$ cat src/rtl/io_cond_pkg.sv
// Shared definitions for the button/switch input conditioner.
//   deb_state_e           - per-button debounce FSM state
//   DEBOUNCE_CYCLES_DEF   - default qualification length (10 ms at 50 MHz)
package io_cond_pkg;

  localparam int DEBOUNCE_CYCLES_DEF = 500000;

  typedef enum logic [1:0] {
    ST_IDLE        = 2'd0,
    ST_PRESS_CHK   = 2'd1,
    ST_PRESSED     = 2'd2,
    ST_RELEASE_CHK = 2'd3
  } deb_state_e;

endpackage

$ cat src/rtl/btn_debounce_ch.sv
// One pushbutton channel: polarity normalisation, 2-flop synchronizer,
// debounce FSM with qualification counter, and press strobe.
//   i_clk, i_rst_n : clock, async active-low reset
//   i_btn_raw      : raw asynchronous button
//   o_btn          : debounced level, 1 = pressed (registered)
//   o_pulse        : one-cycle strobe on the first pressed cycle (registered)
//
// state          | meaning
// ---------------+-----------------------------------------------
// ST_IDLE        | released, waiting for synchronized press
// ST_PRESS_CHK   | press seen, counting stable pressed samples
// ST_PRESSED     | debounced pressed, waiting for release
// ST_RELEASE_CHK | release seen, counting stable released samples
module btn_debounce_ch
  import io_cond_pkg::*;
#(
  parameter int DEBOUNCE_CYCLES = DEBOUNCE_CYCLES_DEF,
  parameter int BTN_ACTIVE_LOW  = 1
) (
  input  logic i_clk,
  input  logic i_rst_n,
  input  logic i_btn_raw,
  output logic o_btn,
  output logic o_pulse
);

  localparam int CW = $clog2(DEBOUNCE_CYCLES + 1);
  localparam logic [CW-1:0] CNT_ONE  = CW'(1);
  localparam logic [CW-1:0] CNT_LAST = CW'(DEBOUNCE_CYCLES - 1);
  localparam logic          INV      = (BTN_ACTIVE_LOW != 0);

  logic          sync1_q;
  logic          s_q;
  deb_state_e    state_q;
  logic [CW-1:0] cnt_q;
  logic          btn_q;
  logic          pulse_q;

  // Normalise before synchronizing so reset value 0 means "released".
  always_ff @(posedge i_clk or negedge i_rst_n) begin
    if (!i_rst_n) begin
      sync1_q <= 1'b0;
      s_q     <= 1'b0;
    end else begin
      sync1_q <= i_btn_raw ^ INV;
      s_q     <= sync1_q;
    end
  end

  always_ff @(posedge i_clk or negedge i_rst_n) begin
    if (!i_rst_n) begin
      state_q <= ST_IDLE;
      cnt_q   <= '0;
      btn_q   <= 1'b0;
      pulse_q <= 1'b0;
    end else begin
      pulse_q <= 1'b0;
      case (state_q)
        ST_IDLE: begin
          if (s_q) begin
            state_q <= ST_PRESS_CHK;
            cnt_q   <= CNT_ONE;
          end
        end
        ST_PRESS_CHK: begin
          if (!s_q) begin
            state_q <= ST_IDLE;
            cnt_q   <= '0;
          end else if (cnt_q == CNT_LAST) begin
            state_q <= ST_PRESSED;
            cnt_q   <= '0;
            btn_q   <= 1'b1;
            pulse_q <= 1'b1;
          end else begin
            cnt_q <= cnt_q + CNT_ONE;
          end
        end
        ST_PRESSED: begin
          if (!s_q) begin
            state_q <= ST_RELEASE_CHK;
            cnt_q   <= CNT_ONE;
          end
        end
        ST_RELEASE_CHK: begin
          // A bounce back to pressed is not a new press: no strobe.
          if (s_q) begin
            state_q <= ST_PRESSED;
            cnt_q   <= '0;
          end else if (cnt_q == CNT_LAST) begin
            state_q <= ST_IDLE;
            cnt_q   <= '0;
            btn_q   <= 1'b0;
          end else begin
            cnt_q <= cnt_q + CNT_ONE;
          end
        end
        default: begin
          state_q <= ST_IDLE;
          cnt_q   <= '0;
          btn_q   <= 1'b0;
        end
      endcase
    end
  end

  assign o_btn   = btn_q;
  assign o_pulse = pulse_q;

endmodule

$ cat src/rtl/io_btn_sw_cond.sv
// Board input conditioner: debounces 4 pushbuttons and synchronizes
// 32 slide switches into the clock domain.
//   i_clk, i_rst_n : clock, async active-low reset
//   i_btn_raw[3:0] : raw buttons (polarity set by BTN_ACTIVE_LOW)
//   i_sw_raw[31:0] : raw switches
//   o_io_btn[3:0]  : debounced button levels, 1 = pressed
//   o_btn_pulse    : one-cycle press strobes
//   o_io_sw[31:0]  : synchronized switches (no debounce)
module io_btn_sw_cond
  import io_cond_pkg::*;
#(
  parameter int DEBOUNCE_CYCLES = DEBOUNCE_CYCLES_DEF,
  parameter int BTN_ACTIVE_LOW  = 1
) (
  input  logic        i_clk,
  input  logic        i_rst_n,
  input  logic [3:0]  i_btn_raw,
  input  logic [31:0] i_sw_raw,
  output logic [3:0]  o_io_btn,
  output logic [3:0]  o_btn_pulse,
  output logic [31:0] o_io_sw
);

  logic [31:0] sw_sync1_q;
  logic [31:0] sw_sync2_q;

  for (genvar gi = 0; gi < 4; gi++) begin : g_btn
    btn_debounce_ch #(
      .DEBOUNCE_CYCLES (DEBOUNCE_CYCLES),
      .BTN_ACTIVE_LOW  (BTN_ACTIVE_LOW)
    ) u_ch (
      .i_clk     (i_clk),
      .i_rst_n   (i_rst_n),
      .i_btn_raw (i_btn_raw[gi]),
      .o_btn     (o_io_btn[gi]),
      .o_pulse   (o_btn_pulse[gi])
    );
  end

  always_ff @(posedge i_clk or negedge i_rst_n) begin
    if (!i_rst_n) begin
      sw_sync1_q <= '0;
      sw_sync2_q <= '0;
    end else begin
      sw_sync1_q <= i_sw_raw;
      sw_sync2_q <= sw_sync1_q;
    end
  end

  assign o_io_sw = sw_sync2_q;

endmodule

$ cat config.mk
export PLATFORM = sky130hd
export DESIGN_NAME = io_btn_sw_cond
export DESIGN_NICKNAME = d
export VERILOG_FILES = /design/src/rtl/io_cond_pkg.sv /design/src/rtl/btn_debounce_ch.sv /design/src/rtl/io_btn_sw_cond.sv
export SDC_FILE = /design/constraint.sdc
export NUM_CORES = 1
export LEC_CHECK = 0
export CAP_MARGIN = 20
export CORE_MARGIN = 5
export CORE_UTILIZATION = 35
export CTS_BUF_LIST = sky130_fd_sc_hd__clkbuf_4 sky130_fd_sc_hd__clkbuf_8
export DETAILED_ROUTE_END_ITERATION = 10
export GPL_TIMING_DRIVEN = 0
export PLACE_DENSITY = 0.61
export SYNTH_ARGS = -nofsm -noshare
export SYNTH_HDL_FRONTEND = slang
export SYNTH_HIERARCHICAL = 1
export SYNTH_SLANG_ARGS = --single-unit
export TNS_END_PERCENT = 100
$ cat constraint.sdc
create_clock -name i_clk -period 2 [get_ports i_clk]
set_clock_uncertainty 0.05 [all_clocks]
set_input_delay 0.4 -clock i_clk [delete_from_list [all_inputs] [get_ports i_clk]]
set_output_delay 0.4 -clock i_clk [all_outputs]
set_load 0.005 [all_outputs]
==> summary.txt <==
Final layout
  • Synth-to-Final Area Change: 30.2%
  • Layout Cells excl Fill: 1066
  • Layout cell share with drive strength beyond 1: 22.2%
  • Final net count: 827
  • Fillers: 1858
  • Ant diodes: 0
  • Reg area: 4110 µm²
  • Most common cell after layout, fill and taps aside: dfrtp_1
  • Multi-input gate area: 3010 µm²
  • Commonest non-fill, non-tap cells in the layout: dfrtp_1, clkdlybuf4s50_1, nand2_1

Hold path
  • Worst Hold Class: flop to flop
  • Hold depth: 0

Floorplan
  • Area of the die: 23300 µm²
  • Die Ht: 153 µm
  • Die width: 153 µm
  • Number of I/O pins: 78
  • Total core area: 20200 µm²
  • Cell Rows: 52
  • Initial core utilization: 35.4%

Clock network
  • CTS Buf Count: 17
  • CTS tree: done
  • Clk_lat worst skew: 0.45 ns
  • CTS sink count: 164
  • Root Driver: clkbuf_8
  • CTS max path bufs: 2
  • H-tree lvl count: 4
  • CTS clock-pin slew for the worst setup and hold paths: 0.08 ns

Logic synthesis
  • Cell variety after synth: 51
  • Post-synth top flop: dfrtp_1
  • Yosys warning count: 6
  • Register bit total from synthesis: 164
  • Async set-reset flop share out of synthesis: 100%
  • Cells after Synth: 646
  • Register area share after synthesis: 57.5%
  • Number of synthesized flops with an enable pin: 0
  • Net Count, Synth: 688
  • Post-Syn Area: 7130 µm²
  • Avg Inst Size Synth: 11.0 µm²

Worst setup path
  • Crit path max fanout: 4
  • CP Depth: 5
  • Bufs and invs on worst path: 0
  • Critical Path End Type: flop
  • WS Path Type: flop to flop
  • Cell family with most CP delay: simple AND/OR/NAND/NOR gates
  • CP max-delay cell: or4_4
  • Worst R2R Path Depth: 5
  • Arr. time, crit path: 2.26 ns
  • CP max stage delay: 0.55 ns
  • Worst EP required: 2.28 ns
  • Critical path startpoint category: flop
  • Worst-path cell chain: or4_4 -> nor4_4 -> a21oi_2 -> and2_1 -> mux2_4

Placement
  • GP Congestion: 0.819
  • Port bufs: 77
  • DP Wirelength: 9830 µm
  • Place WS: -0.0894 ns
  • DP Cell Count: 994

Detailed routing
  • Vias per cell: 5.03
  • Routed wire length: 15500 µm
  • Routed Antenna Nets: 0
  • DR WL/cell: 14.5 µm
  • First-pass DRT Iterations: 5
  • Drt drc: 0
  • Via count: 5360
  • 1st-iter DRT viols: 262

Power
  • Sw Share: 23.8%
  • Int Power: 4990 µW
  • Net Sw Power: 1560 µW
  • Gate power share: 8.4%
  • Clock network fraction of total power: 38.3%
  • Total power: 6540 µW
  • Reg power frac: 53.3%
  • Cell Pwr Density: 704 nW/µm²
  • Pleak: 0.00396 µW
  • Peak supply drop: 0.000476 V

STA
  • Fin worst setup slack: 0.0179 ns
  • Hold Fails Final Rpt: 0
  • Min Tclk post-route: 1.98 ns
  • Relative slew slack: 54.2%
  • Final setup fails: 0
  • F_max: 0.505 GHz
  • Least-Margin Pin Slew: 0.684 ns
  • RSZ-0062 raised after global routing: yes
  • Tcrit/Tclk final: 99.1%
  • Final Max Tran Viols: 0

Global routing
  • First-pass GRT wire length: 25300 µm
  • Vias in the first global route: 5056
  • GRT Overall Usage: 13.1%
  • Largest net degree at the start of global routing: 101
  • Total grt overflow: 0
  • Initial antenna violation count: 2

Flow run
  • Max-capacitance violation count: 0

Outcome
  • Status: finished clean
[area by class of cell]
type / count / share of cell area [%]
timing repair buffer: 121 / 12.3
multi-input combinational: 430 / 32.5
clock buffer: 19 / 2.75
clock inverter: 11 / 1.63
inverter: 33 / 1.33
tap: 270 / 3.64
buffer: 18 / 1.68
sequential: 164 / 44.2
[per-layer routing]
metal  vias to the layer above  share of wire (%)  GRT usage (%)
met3                        20                6.9           4.83
met5                         -               0.14              0
met2                       141                 45           19.6
li1                       2597                  -              -
met1                      2598                 46           17.9
met4                         4                1.1           4.29
[per-stage QoR]
| stage | util, % | setup TNS (ns) | hold WS (ns) | area, µm² |
|---|---|---|---|---|
| 6_report | 46.0 | 0 | 0.303 | 9290 |
| 5_1_grt | 46.0 | -0.899 | 0.291 | 9290 |
| 4_1_cts | 44.1 | -0.491 | 0.294 | 8890 |
| 3_5_place_dp | 41.0 | -1.55 | 0.286 | 8270 |
| 3_3_place_gp | 40.9 | -1049.10 | 0.281 | 8240 |
| 2_1_floorplan | - | 0 | 0.0544 | 7130 |
[path summary, 6_finish.rpt]
path / from / to / slack, ns
worst max-delay path: g_btn[0].u_ch/cnt_q[10] / g_btn[0].u_ch/cnt_q[16] / 0.02
worst min-delay path: g_btn[2].u_ch/sync1_q / g_btn[2].u_ch/s_q / 0.30
worst max register to register: g_btn[0].u_ch/cnt_q[10] / g_btn[0].u_ch/cnt_q[16] / 0.02
worst min register to register: g_btn[2].u_ch/sync1_q / g_btn[2].u_ch/s_q / 0.30
max in group asynchronous: i_rst_n / asynchronous set/reset pin / 0.61
min in group asynchronous: i_rst_n / g_btn[1].u_ch/o_pulse / 0.43
[cell families (layout without fill, tap and decap cells)]
| kind of cell | after synthesis | count (layout) | synth area share [%] |
|---|---|---|---|
| adders and majority gates | 4 | 4 | 0.702 |
| buffers and inverters | 52 | 202 | 3.91 |
| AOI/OAI and AO/OA | 149 | 149 | 13.1 |
| DFF | 164 | 164 | 57.5 |
| muxes | 14 | 14 | 2.25 |
| xor gates and xnor gates | 7 | 7 | 0.965 |
| and+or+nand+nor | 256 | 256 | 21.6 |
[Yosys cell counts, types with 4 or more instances]
cell	count	share of area [%]
or3_1	12	1.1
nor3b_1	6	0.63
nand2_1	40	2.1
mux2_2	4	0.63
mux2i_1	7	0.98
or2_2	8	0.70
buf_2	4	0.28
nor4_1	7	0.61
nand4_1	19	1.7
inv_1	33	1.7
o21ai_0	34	2.4
nand3_1	38	2.7
a31oi_1	7	0.61
nor3_1	23	1.6
o21ai_1	21	1.5
nand2_2	4	0.35
clkbuf_1	5	0.26
a21oi_1	38	2.7
dfrtp_1	164	58
nor4_4	7	2.1
a21o_1	22	2.3
and2_1	10	0.88
and3_1	13	1.1
buf_6	6	0.95
nand2b_1	6	0.53
and4_1	7	0.86
a22o_1	10	1.2
nor2_1	38	2.0
ha_1	4	0.70
o31ai_1	4	0.42
[flip-flops by register name, indices dropped and copies added, names as in the netlist, named ones only]
signal              flops
g_btn.u_ch/o_btn        4
g_btn.u_ch/o_pulse      4
g_btn.u_ch/s_q          4
sw_sync1_q             32
g_btn.u_ch/state_q      4
g_btn.u_ch/sync1_q      4
o_io_sw                32
g_btn.u_ch/cnt_q       76
[power by group through the flow]
stage | registers (µW) | clock network (µW) | logic (µW)
CTS | 3480 | 2590 | 491
floorplan | 3530 | 0 | 195
finish | 3490 | 2500 | 551
detailed placement | 3540 | 0 | 465
global route | 3500 | 2720 | 617
global placement | 3540 | 0 | 455
[what timing repair did]
action	in CTS	in global routing
cloned	5	1
setup endpoints to repair	34	63
hold endpoints to repair	64	0
setup buffers	16	20
hold buffers	1	0
pin swaps	27	39
resized for setup	16	56
No activity file was read; power rests on OpenSTA's default activity.
==> RTL edit (same settings) <==
Reset style: synchronous (`i_rst_n`), changed in 3 clocked blocks. Comments in the files are not updated.
--- a/src/rtl/btn_debounce_ch.sv
+++ b/src/rtl/btn_debounce_ch.sv
@@ -37,7 +37,7 @@
   logic          pulse_q;
 
   // Normalise before synchronizing so reset value 0 means "released".
-  always_ff @(posedge i_clk or negedge i_rst_n) begin
+  always_ff @(posedge i_clk) begin
     if (!i_rst_n) begin
       sync1_q <= 1'b0;
       s_q     <= 1'b0;
@@ -47,7 +47,7 @@
     end
   end
 
-  always_ff @(posedge i_clk or negedge i_rst_n) begin
+  always_ff @(posedge i_clk) begin
     if (!i_rst_n) begin
       state_q <= ST_IDLE;
       cnt_q   <= '0;
--- a/src/rtl/io_btn_sw_cond.sv
+++ b/src/rtl/io_btn_sw_cond.sv
@@ -37,7 +37,7 @@
     );
   end
 
-  always_ff @(posedge i_clk or negedge i_rst_n) begin
+  always_ff @(posedge i_clk) begin
     if (!i_rst_n) begin
       sw_sync1_q <= '0;
       sw_sync2_q <= '0;
Check against the original RTL: differs if i_rst_n is asserted again (counterexample within 4 cycles, from zero or initial values and one cycle with i_rst_n low); with i_rst_n held inactive, the same outputs for 4 cycles.
==> RTL edit against the unedited design <==
- clock power down 7%
- area after synthesis down 3.6%
- hold slack gained 0.090 ns
- total power fell by 7.3%
- synthesized cell count is 17% higher
- cell area shrank 4.3%
- via count is 5.6% higher
- highest routed layer is now met4
- combinational power decreased by 36%
- worst setup slack better by 0.033 ns
- first-iteration DRC count grew 7.3%
- wire length fell by 4.4%
- sequential cell count did not move
- sequential power fell by 3%
==> RTL edit: results (changes against the unedited design) <==
stage;metric;value;unit;change
global_route;initial antenna violation count;0;;-2
layout;Nets;913;;+10%
min_path;Worst Hold Depth;1;;+1
layout;fin cells;1149;;+7.8%
detailed_routing;wire per inst;12.9;µm;-11%
layout;max reg flops;76;;unchanged
synth;synth unique cells;60;;+18%
timing;maximum clock frequency;513;MHz;+1.7%
clock_tree;Max Root-Sink Buffers;2;;unchanged
layout;clock buffer count;17;;-2
critical_path;arrival time of the worst setup path;2.30;ns;+0.04 ns
placed_design;Placer Congestion;0.816;;-0.34%
detailed_routing;vias after detailed routing;5659;;+5.6%
clock_tree;Root Buffer;clkbuf_8;;
placed_design;pre-CTS setup slack;-1.61;ns;-1.52 ns
placed_design;Post-DP HPWL;9980;µm;+1.6%
layout;share of cells above drive strength 1;25.1;%;+2.9 points
timing;Slew @ Worst Pin;0.618;ns;-0.0664 ns
clock_tree;worst skew pair latency;0.45;ns;about the same
layout;#MultiIn Comb;530;;+23%
global_route;total track usage;13.3;%;+0.16 points
synth;asr flop ratio synth;0;%;-100 points
synth;sequential area share after synthesis;47.8;%;-9.8 points
min_path;Hold Path Class;flip-flop to flip-flop;;
synth;syn_nets;797;;+16%
critical_path;launch point of the worst path;g_btn[1].u_ch/cnt_q[1];;
critical_path;crit-path max cell delay;0.53;ns;-0.02 ns
clock_tree;CTS clock-pin slew for the worst setup and hold paths;0.09;ns;
detailed_routing;drt pass-1 iters;5;;unchanged
min_path;Hold Startpoint;g_btn[2].u_ch/sync1_q;;
layout;area grow syn2layout;29.2;%;
layout;Final clock-cell share;4.39;%;+0.015 points
critical_path;crit-path max FO;7;;+3
synth;top post-synthesis cells by area;dfxtp_1 48%, and2_2 7.0%, a21oi_1 3.9%;;
detailed_routing;iteration-0 DRC count of the detailed router;281;;+7.3%
critical_path;R2R depth;7;;+2
layout;inverters;34;;+3.0%
layout;multi-input logic area;0.00362;mm²;+20%
layout;buffers outside the clock class;124;;-11%
layout;sequential share of cell area;37.4;%;-6.8 points
global_route;global-route wire length before repair;24700;µm;-2.2%
placed_design;DP Area;0.00798;mm²;-3.6%
global_route;vias in the first global route;5278;;+4.4%
outcome;outcome;completed;;
synth;commonest cells in the netlist;164 x dfxtp_1, 64 x and2_2, 56 x nor2_1, 53 x a21oi_1, 52 x nand2_1;;
placed_design;IO Port Bufs;77;;unchanged
floorplan;number of well taps;265;;-1.9%
global_route;largest net degree at the start of global routing;28;;-72%
synth;Mapped Cells;755;;+17%
layout;Top reg by flops;g_btn.u_ch/cnt_q;;
detailed_routing;Remaining DRCs;0;;unchanged
layout;Non-clock buffers, area share;12.3;%;-1.7 points
synth;Primary FF master, synth;dfxtp_1;;
layout;Fillers;1896;;+2.0%
power_and_ir_drop;leakage;3.23;nW;-18%
critical_path;CP endpoint;g_btn[1].u_ch/cnt_q[16];;
power_and_ir_drop;Peak VDD IR;0.000381;V;-20%
min_path;Hold EP;g_btn[2].u_ch/s_q;;
critical_path;R2R setup slack;0.05;ns;+0.03 ns
timing;Min Hold Slack;0.393;ns;+0.0898 ns
RTL edit: layer usage:
metal | routed length [µm] | vias up | part of all wire, % | GRT usage (%)
li1 | - | 2919 | - | -
met1 | 7170 | 2626 | 48 | 18.0
met2 | 6870 | 98 | 46 | 21.1
met3 | 571 | 16 | 3.9 | 3.13
met4 | 170 | 0 | 1.2 | 4.30
met5 | 0 | - | 0 | 0
RTL edit: repair_timing:
item | CTS | global route
pin swaps | 6 | 23
buffers inserted | 11 | 11
setup endpoints to repair | 67 | 65
gates cloned | 0 | 0
gates resized for setup | 28 | 67
RTL edit: cell families after synthesis:
logic type / share of synthesized area, %
compound gates: 16.3
xor+xnor: 0.874
fa+ha+maj: 0.728
buf+inv: 3.84
flops: 47.8
mux: 1.16
simple gates: 29.3
RTL edit: where the power goes:
part | switching, mW | internal, mW | leakage [nW]
Combinational | 0.143 | 0.210 | 1.69
Sequential | 0.0321 | 3.34 | 1.35
Clock | 1.40 | 0.938 | 0.186
Total | 1.57 | 4.49 | 3.23
